`src/rtl/stream_sum_int_pkg.sv`:
```
// Shared primitives for the stream reduction blocks: int width and FSM state encoding.
package stream_sum_int_pkg;

  localparam int unsigned INT_N = 8;

  typedef enum logic [1:0] {
    ST_IDLE = 2'd0,
    ST_READ = 2'd1,
    ST_DONE = 2'd2
  } state_e;

endpackage

```
`src/rtl/beat_down_counter.sv`:
```
// Loadable down-counter of stream beats; saturates at zero and flags the last beat.
module beat_down_counter #(
  parameter int unsigned W = 8
) (
  input  logic         clk,
  input  logic         nrst,
  input  logic         load_i,
  input  logic [W-1:0] load_val_i,
  input  logic         dec_i,
  output logic         last_o
);

  logic [W-1:0] cnt_q;

  // Load wins over decrement; decrement at zero is ignored so the count never wraps.
  always_ff @(posedge clk or negedge nrst) begin
    if (!nrst) begin
      cnt_q <= '0;
    end else if (load_i) begin
      cnt_q <= load_val_i;
    end else if (dec_i && (cnt_q != W'(0))) begin
      cnt_q <= cnt_q - W'(1);
    end
  end

  assign last_o = (cnt_q == W'(1));

endmodule

```
`src/rtl/stream_sum_int.sv`:
```
// Reads dCount beats from an upstream stream and returns their wrapped N-bit sum.
module stream_sum_int
  import stream_sum_int_pkg::*;
#(
  parameter int unsigned N = INT_N
) (
  input  logic         clk,
  input  logic         nrst,
  input  logic         in_valid,
  output logic         in_ready,
  input  logic [N-1:0] dCount,
  input  logic [N-1:0] sIn,
  input  logic         sIn_valid,
  output logic         sIn_ready,
  output logic [N-1:0] dOut,
  output logic         out_valid,
  input  logic         out_ready
);

  state_e       state_q, state_d;
  logic [N-1:0] acc_q, acc_d;
  logic         in_ready_q, sin_ready_q, out_valid_q;
  logic         cnt_load, cnt_dec, cnt_last;

  beat_down_counter #(.W(N)) u_remaining (
    .clk        (clk),
    .nrst       (nrst),
    .load_i     (cnt_load),
    .load_val_i (dCount),
    .dec_i      (cnt_dec),
    .last_o     (cnt_last)
  );

  // Next-state, accumulator and counter control.
  always_comb begin
    state_d  = state_q;
    acc_d    = acc_q;
    cnt_load = 1'b0;
    cnt_dec  = 1'b0;
    unique case (state_q)
      ST_IDLE: begin
        if (in_valid) begin
          cnt_load = 1'b1;
          acc_d    = '0;
          state_d  = (dCount == N'(0)) ? ST_DONE : ST_READ;
        end
      end
      ST_READ: begin
        if (sIn_valid) begin
          cnt_dec = 1'b1;
          acc_d   = acc_q + sIn;
          if (cnt_last) begin
            state_d = ST_DONE;
          end
        end
      end
      ST_DONE: begin
        if (out_ready) begin
          state_d = ST_IDLE;
        end
      end
      default: begin
        state_d = ST_IDLE;
      end
    endcase
  end

  // Handshake outputs are registered copies of the next-state decode.
  always_ff @(posedge clk or negedge nrst) begin
    if (!nrst) begin
      state_q     <= ST_IDLE;
      acc_q       <= '0;
      in_ready_q  <= 1'b1;
      sin_ready_q <= 1'b0;
      out_valid_q <= 1'b0;
    end else begin
      state_q     <= state_d;
      acc_q       <= acc_d;
      in_ready_q  <= (state_d == ST_IDLE);
      sin_ready_q <= (state_d == ST_READ);
      out_valid_q <= (state_d == ST_DONE);
    end
  end

  assign in_ready  = in_ready_q;
  assign sIn_ready = sin_ready_q;
  assign out_valid = out_valid_q;
  assign dOut      = acc_q;

endmodule

```
`config.mk`:
```
export PLATFORM = sky130hd
export DESIGN_NAME = stream_sum_int
export DESIGN_NICKNAME = d
export VERILOG_FILES = /design/src/rtl/stream_sum_int_pkg.sv /design/src/rtl/beat_down_counter.sv /design/src/rtl/stream_sum_int.sv
export SDC_FILE = /design/constraint.sdc
export NUM_CORES = 1
export LEC_CHECK = 0
export BUFFER_PORTS_ARGS = -buffer_cell sky130_fd_sc_hd__buf_2
export CORE_MARGIN = 2
export CORE_UTILIZATION = 28
export DETAILED_ROUTE_END_ITERATION = 8
export HOLD_SLACK_MARGIN = 0.02
export PLACE_DENSITY = 0.6
export SLEW_MARGIN = 10
export SYNTH_ARGS = -nofsm -noshare
export SYNTH_HDL_FRONTEND = slang
export SYNTH_SLANG_ARGS = --single-unit
```
`constraint.sdc`:
```
create_clock -name clk -period 1.7 [get_ports clk]
set_clock_uncertainty 0.05 [all_clocks]
set_input_delay 0.085 -clock clk [delete_from_list [all_inputs] [get_ports clk]]
set_output_delay 0.085 -clock clk [all_outputs]
set_load 0.05 [all_outputs]
```
; ---- Yosys cells after proc, flatten, opt, wreduce, memory -nomap -nowiden
; Index checks and enable logic that the tools add are counted.
[word_totals]
reg_bits = 21
latchBits = 0
ramBits = 0
mem_bits_ro = 0
inputBits = 21
output_inout_bits = 11
elab_cells = 38
memories = 0
[op_classes]
n_addsub = 2
n_mul = 0
n_div = 0
magnitude_cmp = 0
eq_ne = 7
n_shift = 0
muxes = 15
n_bitwise = 0
n_reduce_logical = 8
[ops]
columns = operator, count
row1 = 2-to-1 mux 8 bit, 4
row2 = case mux 8 bit (2 select lines), 1
row3 = 2-to-1 mux 2 bit, 5
row4 = adder 8 bit, 1
row5 = equality test 8 x 1 -> 1 bit (second input constant), 1
row6 = zero test 8 bit, 1
row7 = nonzero test 8 bit, 1
row8 = subtractor 8 x 1 -> 8 bit (second input constant), 1
row9 = case mux 2 bit (3 select lines), 1
row10 = equality test 2 x 1 -> 1 bit (second input constant), 2
row11 = equality test 2 bit (second input constant), 2
row12 = zero test 2 bit, 2
row13 = 2-to-1 mux 1 bit, 4
row14 = inequality test 2 bit (second input constant), 2
row15 = nonzero test 2 bit, 2
row16 = AND reduction 3 bit, 1
row17 = logical AND 1 bit, 1

; ---- Logic depth before layout (Yosys ltp)
; Gate-level depths: netlist of the first run.
[logic_depth]
depth_word = 5
depth_mapped = 7
mapped_depth_nobuf = 7

; ---- Hierarchy
; A second synthesis of the first run with hierarchy kept.
[unflattened]
hier_cells = 151
area_unflattened_um2 = 1408.9
[modules_own_cells]
columns = module, instances, cells_per_inst, area_per_inst_um2
row1 = stream_sum_int, 1, 87, 834.6
row2 = beat_down_counter, 1, 64, 574.3

; ---- Worst setup path before layout of the first run
; Ideal clock, no wire load.
[synth_path]
path_kind = reg-to-reg
startpoint = reg acc_q[0] (netlist: dOut[0])
endpoint = reg acc_q[6] (netlist: dOut[6])
setup_ns = 0.130
arrival_time_ns = 1.905
t_required_ns = 1.520
slack_ns = -0.385
stages_incl_launch_ff = 8
path_buffers = 0
cell_sequence = dfrtp_1 ha_1 fa_1 a21o_1 a21o_1 a21oi_1 or4b_1 nand3_1
[synth_via]
elab_chain_cells = 3
[synth_rtl]
columns = item, line_no
row1 = start: declaration, stream_sum_int.sv:21  ; logic [N-1:0] acc_q, acc_d;
row2 = start signal: assignment, stream_sum_int.sv:72  ; acc_q <= '0;
row3 = start signal: assignment, stream_sum_int.sv:78  ; acc_q <= acc_d;
row4 = adder 8 bit, stream_sum_int.sv:51  ; acc_d = acc_q + sIn;
row5 = 2-to-1 mux 8 bit, stream_sum_int.sv:49  ; if (sIn_valid) begin
row6 = case mux 8 bit (2 select lines), stream_sum_int.sv:40  ; unique case (state_q)
; Every way passes these cells. The select of a mux whose other input is x is not followed.
; A chain may end at the register's enable or synchronous reset.

; ---- Final worst setup path of the first run
[layout_path]
startpoint = reg acc_q[0] (netlist: dOut[0])
endpoint = reg acc_q[4] (netlist: dOut[4])
; The elaborated chain is that of the path after synthesis.

==> results of run 1 <==
-- cells in the mapped netlist --
cell	instances
a211oi_1	1
a21o_1	5
a21oi_1	13
a21oi_2	1
a22o_1	3
a311oi_1	3
a31oi_1	1
and3_1	1
and3b_1	1
buf_6	2
clkbuf_1	1
dfrtp_1	20
dfstp_2	1
fa_1	1
ha_1	9
inv_1	2
mux2_2	1
mux2_4	1
mux2i_1	1
nand2_1	13
nand2_2	2
nand3_1	3
nand3b_1	1
nand3b_4	1
nand4b_1	1
nor2_1	11
nor3_1	5
nor3b_1	1
nor3b_2	1
nor4_1	3
nor4_2	1
nor4_4	1
nor4b_1	1
o21a_1	2
o21ai_0	5
or3_1	1
or4b_1	1
xnor2_1	6
xor2_1	3
-- state kept, by name, summed over array words and instances (netlist names) --
| name | count |
|---|---|
| in_ready | 1 |
| state_q | 2 |
| dOut | 8 |
| sIn_ready | 1 |
| u_remaining.cnt_q | 8 |
| out_valid | 1 |
-- final timing paths --
| check | end |
|---|---|
| worst max register to register | dOut[4] |
| worst min-delay path | sIn_ready |
| worst min register to register | dOut[7] |
| max in group asynchronous | dOut[5] |
| min in group asynchronous | dOut[1] |
| worst max-delay path | dOut[4] |
-- critical path, stage by stage, from the launching register on --
cell     delay [ps]
dfrtp_2         430
ha_4            170
fa_2            330
a21o_1          170
a21o_1          180
xor2_1          160
a22o_1          190
-- routing by layer --
metal	GRT usage	vias up	share of wire
met5	0	-	0
met3	0.0318	0	0.053
met1	0.147	527	0.45
met4	0.0185	0	0
met2	0.200	30	0.50
li1	-	578	-
-- cells in the final DEF (no fill, tap or decap), types with 5 or more instances in the layout --
cell     synthesis  layout
a21o_1           5       5
nand2_1         13      13
xnor2_1          6       6
buf_4            0      12
ha_4             0       5
nor2_1          11      11
buf_2            0      31
a21oi_1         13      10
dfrtp_1         20      13
dfrtp_2          0       7
-- per-stage QoR --
stage / total power (W) / cell area [µm²] / worst slack (ps) / hold WS, ps
after floorplan: 0.00217 / 1400 / -158 / -261
after global placement: 0.00261 / 1680 / -23.6 / 29.8
after detailed placement: 0.00263 / 1680 / -71.3 / 39.6
after CTS: 0.00301 / 1770 / -72.9 / 33.4
after global routing: 0.00330 / 1810 / -140 / 32.9
final: 0.00306 / 1810 / -79.0 / 42.3
-- cells by family (layout without fill, tap and decap cells) --
group | Yosys count | after routing | share of synthesized area
compound gates | 34 | 34 | 0.165
xor+xnor | 9 | 9 | 0.0598
fa+ha+maj | 10 | 10 | 0.101
buf+inv | 5 | 52 | 0.0256
flops | 21 | 21 | 0.400
mux | 3 | 3 | 0.0275
simple gates | 49 | 49 | 0.221
-- power breakdown --
group	switching [W]	internal [W]	leakage (nW)	total [W]
registers	0.000275	0.000718	0.239	0.000993
clock network	0.000174	0.000163	0.0255	0.000337
logic	0.000956	0.000777	0.528	0.00173
total	0.00140	0.00166	0.793	0.00306
-- area by class of cell --
cell class	count	share of cell area
inverter	2	0.00414
tap	52	0.0359
clock buffer	3	0.0228
clock inverter	1	0.00276
timing repair buffer	46	0.152
multi-input combinational	105	0.487
sequential	21	0.296
-- repair_timing --
action                                  CTS  global route
gates resized for setup                   2             8
endpoints found under the hold margin    22             0
pin swaps                                 2             5
hold buffers                              3             0
endpoints found under the setup margin    3            10
==> impl_metrics.env, run 1 <==
export IMPL_path_class="reg -> reg"
export IMPL_nNetsFinal=210
export IMPL_root_buffer="clkbuf_8"
export IMPL_worstMarginPinSlew_ps=544
export IMPL_yosys_area_top_type="dfrtp_1"
export IMPL_drt_pre_antenna_iters=4
export IMPL_final_util=0.408
export IMPL_ir_drop_mv=0.639
export IMPL_synth_area_leaders="dfrtp_1 38%, ha_1 8.5%, a21oi_1 4.9%"
export IMPL_grt_max_degree=22
export IMPL_dp_hpwl_um=2290
export IMPL_max_freq_ghz=0.562
export IMPL_routedWlPerCell_um=13.1
export IMPL_r2r_start="dOut[0]"
export IMPL_seq_area_um2=536
export IMPL_worstPathRequired_ps=1810
export IMPL_min_delay_path_class="in -> reg"
export IMPL_cts_buffer_depth=2
export IMPL_die_h_um=72.6
export IMPL_worstPathArrival_ps=1890
export IMPL_port_buffers=31
export IMPL_grt_setup_unrepaired="yes"
export IMPL_cp_max_fo=2
export IMPL_cts_sinks=21
export IMPL_cp_end_kind="flip-flop"
export IMPL_reg2reg_setup_slack_ps=-80
export IMPL_drive_above_1_share=0.444
export IMPL_setup_violations=2
export IMPL_track_usage=0.116
export IMPL_antenna_found_initial=0
export IMPL_cellPowerDensity_nw_per_um2=1690
export IMPL_setup_worst_path_start="dOut[0]"
export IMPL_period_share=1.05
export IMPL_clk_pin_slew_ps=80
export IMPL_vias_per_cell=4.93
export IMPL_max_cap_violations=0
export IMPL_r2r_cells=6
export IMPL_yosys_warnings=0
export IMPL_layout_cells_non_filler=230
export IMPL_core_area_um2=4440
export IMPL_insertion_delay_ps=260
export IMPL_cts_buffers=3
export IMPL_drtIter0Drc=28
export IMPL_p_leak_nw=0.793
export IMPL_fin_tns_setup_ps=-130
export IMPL_ys_ff_latch=21
export IMPL_violations="setup timing"
export IMPL_fill_cells=434
export IMPL_vias=1135
export IMPL_start_kind="flip-flop"
export IMPL_die_area_um2=5270
export IMPL_rows=24
export IMPL_insertedDiodeCount=0
export IMPL_post_cts_buffers=0
export IMPL_gp_congestion=0.742
export IMPL_holdPathStages=2
export IMPL_hold_start="sIn_valid"
export IMPL_h_tree_depth=1
export IMPL_die_width_um=72.6
export IMPL_ys_types=39
export IMPL_slew_viol_final=0
export IMPL_final_antenna_net_count=0
export IMPL_synth_top_area_share=0.380
export IMPL_synthesis_area_um2=1320
export IMPL_dp_cells=223
export IMPL_status="finished with violations"
export IMPL_synth_nets=162
export IMPL_multiInputGateArea_um2=882
export IMPL_drc=0
export IMPL_overflow=0
export IMPL_cts_tree="built"
export IMPL_hold_violations=0
export IMPL_ios=32
export IMPL_synth_area_per_cell_um2=10.1
export IMPL_synthToLayoutAreaGrowth_pct=37.5
export IMPL_start_util=0.296
export IMPL_grt_pass1_wl_um=4780
export IMPL_synth_yosys_seq_area_share=0.400
export IMPL_fin_crit_ps=1780
export IMPL_slew_headroom=0.637
export IMPL_timing_final_ws_setup_ps=-79.0
export IMPL_grt_pass1_vias=1058
export IMPL_finalWirelength_um=3020
export IMPL_synthCells=131
(Power assumes the default switching activity.)
==> run 2: changes to the inputs <==
--- a/config.mk
+++ b/config.mk
@@ -10,7 +10,7 @@
 export CORE_UTILIZATION = 28
 export DETAILED_ROUTE_END_ITERATION = 8
 export HOLD_SLACK_MARGIN = 0.02
-export PLACE_DENSITY = 0.6
+export PLACE_DENSITY = 0.58
 export SLEW_MARGIN = 10
 export SYNTH_ARGS = -nofsm -noshare
 export SYNTH_HDL_FRONTEND = slang
==> constraint.sdc (replaced) <==
create_clock -name clk -period 1.66 [get_ports clk]
set_clock_uncertainty 0.05 [all_clocks]
set_input_delay 0.083 -clock clk [delete_from_list [all_inputs] [get_ports clk]]
set_output_delay 0.083 -clock clk [all_outputs]
set_load 0.05 [all_outputs]
==> impl_metrics.env, run 2 (synthesized netlist as in run 1, its figures left out) <==
export IMPL_r2r_start="dOut[0]"
export IMPL_min_delay_path_class="in -> reg"
export IMPL_grt_setup_unrepaired="yes"
export IMPL_worst_hold_slack_ps=37.0
export IMPL_port_buffers=31
export IMPL_clk_pin_slew_ps=80
export IMPL_drt_pre_antenna_iters=4
export IMPL_worstPathArrival_ps=1860
export IMPL_slew_viol_final=0
export IMPL_antenna_found_initial=0
export IMPL_cp_end_kind="flip-flop"
export IMPL_setup_worst_path_start="dOut[0]"
export IMPL_drtIter0Drc=49
export IMPL_die_area_um2=5270
export IMPL_final_antenna_net_count=0
export IMPL_multiInputGateArea_um2=872
export IMPL_rows=24
export IMPL_layout_commonest_cell="buf_2"
export IMPL_p_leak_nw=0.808
export IMPL_path_buf_inv=0
export IMPL_overflow=0
export IMPL_fill_cells=450
export IMPL_slowest_delay_ps=430
export IMPL_power_w=0.00319
export IMPL_worstPathRequired_ps=1750
export IMPL_grt_max_degree=22
export IMPL_cp_slowest_cell="dfrtp_2"
export IMPL_insertion_delay_ps=260
export IMPL_status="finished with violations"
export IMPL_cellPowerDensity_nw_per_um2=1740
export IMPL_violations="setup timing"
export IMPL_timing_final_ws_setup_ps=-109
export IMPL_grt_pass1_wl_um=5410
export IMPL_vias=1190
export IMPL_dp_hpwl_um=2540
export IMPL_insertedDiodeCount=0
export IMPL_nNetsFinal=214
export IMPL_worstMarginPinSlew_ps=495
export IMPL_gp_congestion=0.785
export IMPL_routedWlPerCell_um=13.7
export IMPL_period_share=1.07
export IMPL_cts_buffer_depth=2
export IMPL_cts_sinks=21
export IMPL_seq_area_um2=537
export IMPL_grt_pass1_vias=1215
export IMPL_r2r_cells=7
export IMPL_cts_buffers=3
export IMPL_r2r_end="dOut[6]"
export IMPL_worstPathCellList="ha_4 -> fa_2 -> a21o_1 -> a21o_1 -> a21oi_2 -> or4b_1 -> nand3_1"
export IMPL_start_kind="flip-flop"
export IMPL_ios=32
export IMPL_critPathTopFamily="adder cells"
export IMPL_worst_path_stages=7
export IMPL_cp_max_fo=2
export IMPL_layout_common_cells="31 x buf_2, 16 x buf_4, 13 x nand2_1, 12 x dfrtp_1, 11 x nor2_1"
export IMPL_fin_crit_ps=1770
export IMPL_track_usage=0.130
export IMPL_drive_above_1_share=0.451
export IMPL_vias_per_cell=5.09
export IMPL_synthToLayoutAreaGrowth_pct=39.0
export IMPL_die_h_um=72.6
export IMPL_drc=0
export IMPL_setup_worst_path_end="dOut[6]"
export IMPL_die_width_um=72.6
export IMPL_finalWirelength_um=3210
export IMPL_max_freq_ghz=0.565
export IMPL_setup_violations=3
export IMPL_reg2reg_setup_slack_ps=-110
export IMPL_h_tree_depth=1
export IMPL_cp_common_cell="a21o_1"
export IMPL_root_buffer="clkbuf_8"
export IMPL_core_area_um2=4440
export IMPL_hold_violations=0
export IMPL_path_class="reg -> reg"
export IMPL_slew_headroom=0.670
export IMPL_ir_drop_mv=0.938
export IMPL_cts_tree="built"
export IMPL_start_util=0.296
export IMPL_max_cap_violations=0
==> run 2: cell count changes in the layout (fill, tap and decap cells not counted) <==
cell | previous run | this run
buf_4 | 12 | 16
clkbuf_1 | 0 | 1
clkinv_2 | 1 | 0
dfrtp_1 | 13 | 12
dfrtp_2 | 7 | 8
ha_2 | 0 | 1
ha_4 | 5 | 4
inv_1 | 0 | 1
inv_2 | 2 | 1
==> run 2: area by class of cell <==
class,instances,area share
repair buffers,50,0.167
well taps,52,0.0355
clock buffers,4,0.0246
inverters,2,0.00410
flip-flops and latches,21,0.293
multi-input cells,105,0.476
==> run 2: repair_timing <==
item	in CTS	in global routing
pin swaps	2	6
hold buffers	1	2
resized for setup	3	5
setup buffers	0	2
endpoints found under the setup margin	6	10
endpoints found under the hold margin	20	2
==> run 2: power breakdown <==
group | internal, W | switching (W) | leakage (nW)
Sequential | 0.000736 | 0.000287 | 0.239
Clock | 0.000171 | 0.000170 | 0.0228
Combinational | 0.000829 | 0.000997 | 0.547
==> run 2: how the worst min path moves through the flow <==
stage               startpoint  slack [ps]                   end  cells past startpoint
floorplan                 nrst        -260               dOut[0]                      0
global placement          nrst          30             sIn_ready                      1
detailed placement        nrst          30             sIn_ready                      1
CTS                  dCount[2]          20  u_remaining.cnt_q[2]                      2
global route         sIn_valid          30            state_q[0]                      2
finish               sIn_valid          40            state_q[0]                      2
==> run 2: per-layer routing <==
metal,part of all wire,wire length (µm),vias up,GRT usage
met1,0.43,1390,570,0.148
met3,0.046,146,4,0.0345
met4,0.0087,28,0,0.0226
met2,0.51,1640,34,0.244
li1,-,-,582,-
met5,0,0,-,0
==> run 2: per-stage QoR <==
stage / setup slack, ps / cell area (µm²) / setup TNS [ps] / std cells / utilization
final: -109 / 1830 / -210 / 234 / 0.412
after global placement: -59.1 / 1700 / -121 / 225 / 0.383
after CTS: -112 / 1780 / -254 / 230 / 0.400
after floorplan: -198 / 1400 / -440 / 131 / -
after detailed placement: -81.3 / 1700 / -199 / 225 / 0.383
after global routing: -188 / 1830 / -621 / 234 / 0.412
==> run 2: worst register-to-register path: stages (launching register included) <==
cell,delay [ps]
dfrtp_2,430
ha_4,170
fa_2,330
a21o_1,160
a21o_1,180
a21oi_2,140
or4b_1,130
nand3_1,70
==> run 3: changes to the inputs <==
--- a/config.mk
+++ b/config.mk
@@ -5,6 +5,7 @@
 export SDC_FILE = /design/constraint.sdc
 export NUM_CORES = 1
 export LEC_CHECK = 0
+export ABC_AREA = 1
 export BUFFER_PORTS_ARGS = -buffer_cell sky130_fd_sc_hd__buf_2
 export CORE_MARGIN = 2
 export CORE_UTILIZATION = 28
==> constraint.sdc (replaced) <==
create_clock -name clk -period 1.8 [get_ports clk]
set_clock_uncertainty 0.05 [all_clocks]
set_input_delay 0.09 -clock clk [delete_from_list [all_inputs] [get_ports clk]]
set_output_delay 0.09 -clock clk [all_outputs]
set_load 0.05 [all_outputs]
==> impl_metrics.env, run 3 <==
export IMPL_synthToLayoutAreaGrowth_pct=19.8
export IMPL_antenna_found_initial=0
export IMPL_worstPathCellList="ha_1 -> fa_1 -> nand2_1 -> nand3_1 -> nand2_1 -> nand2_1 -> o21ai_0"
export IMPL_final_antenna_net_count=0
export IMPL_drc=0
export IMPL_cp_common_cell="nand2_1"
export IMPL_fin_area_um2=1750
export IMPL_async_reset_ff_frac=1.00
export IMPL_cts_hold_buf=1
export IMPL_synthesis_area_um2=1460
export IMPL_layout_commonest_cell="nand2_1"
export IMPL_slowest_delay_ps=440
export IMPL_dp_hpwl_um=2590
export IMPL_worstMarginPinSlew_ps=511
export IMPL_cellPowerDensity_nw_per_um2=1700
export IMPL_insertedDiodeCount=0
export IMPL_ir_drop_mv=0.555
export IMPL_cts_sinks=21
export IMPL_track_usage=0.126
export IMPL_r2r_start="dOut[0]"
export IMPL_grt_pass1_vias=1392
export IMPL_layout_common_cells="65 x nand2_1, 31 x buf_2, 25 x nand3_1, 21 x inv_1, 20 x dfrtp_1"
export IMPL_cp_end_kind="flip-flop"
export IMPL_drive_above_1_share=0.221
export IMPL_cts_tree="built"
export IMPL_nNetsFinal=272
export IMPL_cp_max_fo=3
export IMPL_slew_viol_final=0
export IMPL_port_buffers=31
export IMPL_p_leak_nw=0.960
export IMPL_grt_use_met2=0.218
export IMPL_synthCells=205
export IMPL_start_util=0.288
export IMPL_rows=26
export IMPL_routedWlPerCell_um=10.5
export IMPL_use_met1=0.157
export IMPL_status="completed"
export IMPL_synth_nets=236
export IMPL_drtIter0Drc=61
export IMPL_start_kind="flip-flop"
export IMPL_overflow=0
export IMPL_worstPathArrival_ps=1710
export IMPL_post_cts_buffers=0
export IMPL_worstPathRequired_ps=1940
export IMPL_grt_setup_unrepaired="no"
export IMPL_ios=32
export IMPL_synth_area_leaders="dfrtp_1 34%, nand2_1 17%, nand3_1 8.6%"
export IMPL_busiest_layer="met2"
export IMPL_period_share=0.877
export IMPL_setup_violations=0
export IMPL_grt_pass1_wl_um=6100
export IMPL_synth_top_area_share=0.342
export IMPL_min_delay_path_class="in -> reg"
export IMPL_fin_tns_setup_ps=0
export IMPL_gp_congestion=0.841
export IMPL_grt_use_met3=0.0332
export IMPL_hold_start="out_ready"
export IMPL_vias_per_cell=4.47
export IMPL_cp_slowest_cell="fa_1"
export IMPL_clk_pin_slew_ps=80
export IMPL_synth_edff_count=0
export IMPL_ys_types=28
export IMPL_cts_buffers=3
export IMPL_yosys_most_used_dff="dfrtp_1"
export IMPL_max_cap_violations=0
export IMPL_root_buffer="clkbuf_8"
export IMPL_fill_cells=567
export IMPL_path_class="reg -> reg"
export IMPL_cts_resized=0
export IMPL_core_area_um2=5070
export IMPL_slew_headroom=0.659
export IMPL_fin_crit_ps=1580
export IMPL_grt_max_degree=22
export IMPL_h_tree_depth=1
export IMPL_yosys_area_top_type="dfrtp_1"
export IMPL_max_freq_ghz=0.634
export IMPL_vias=1385
export IMPL_hold_violations=0
export IMPL_die_width_um=76.3
export IMPL_setup_worst_path_start="dOut[0]"
export IMPL_finalWirelength_um=3240
export IMPL_synth_area_per_cell_um2=7.13
export IMPL_yosys_warnings=0
export IMPL_die_h_um=76.3
export IMPL_drt_pre_antenna_iters=4
export IMPL_place_area_um2=1700
export IMPL_cts_buffer_depth=2
export IMPL_insertion_delay_ps=260
export IMPL_synth_yosys_seq_area_share=0.360
export IMPL_ys_ff_latch=21
export IMPL_yosysMostFrequentCell="nand2_1"
export IMPL_synth_commonest_cells="65 x nand2_1, 25 x nand3_1, 21 x inv_1"
export IMPL_die_area_um2=5820
-- run 3: where the power goes --
group          leakage (nW)  internal [W]  switching [W]
sequential            0.257      0.000679       0.000186
combinational         0.680      0.000590        0.00121
clock                0.0228      0.000158       0.000155
total                 0.960       0.00143        0.00155
-- run 3: worst paths after layout --
kind,depth (start not counted),slack (ps),endpoint
setup / recovery,7,220,dOut[4]
hold / removal,4,80,out_valid
setup reg to reg,7,220,dOut[4]
hold reg to reg,2,470,dOut[3]
max in group asynchronous,2,1050,in_ready
min in group asynchronous,2,280,dOut[4]
-- run 3: layout make-up --
class                           count  area, µm²  share of cell area
Sequential cell                    21        527               0.300
Tap cell                           70       87.6              0.0500
Multi-Input combinational cell    158        833               0.475
Clock buffer                        4       45.0              0.0257
Timing Repair Buffer               32        165              0.0942
Inverter                           25       95.1              0.0542
-- run 3: logic make-up (layout without fill, tap and decap cells) --
family          after synthesis  after routing  share of synthesized area
compound gates               18             18                     0.0719
simple gates                128            128                      0.395
xor+xnor                      2              2                     0.0120
fa+ha+maj                    10             10                     0.0907
buf+inv                      26             61                     0.0701
flops                        21             21                      0.360
-- run 3: worst max-delay path, delay by kind of cell (launching register included) --
kind / cells / cell delay [ps]
flip-flops: 1 / 400
AO/OA/AOI/OAI: 1 / 130
AND/OR/NAND/NOR: 4 / 280
adder cells (fa/ha/maj): 2 / 650
-- run 3: metal layers --
metal	vias up	wire, µm
met5	-	0
met4	0	28
met3	4	152
met2	28	1490
met1	620	1570
li1	733	-
-- run 3: per-stage QoR --
step           power [W]  hold WS, ps  utilization  setup slack, ps  instances
6_report         0.00297         76.4        0.345              222        310
5_1_grt          0.00331         83.6        0.345             72.9        310
4_1_cts          0.00301         79.9        0.345              214        310
3_5_place_dp     0.00269         40.7        0.335              236        305
3_3_place_gp     0.00266         46.4        0.335              269        305
2_1_floorplan    0.00229         -256            -             50.0        205
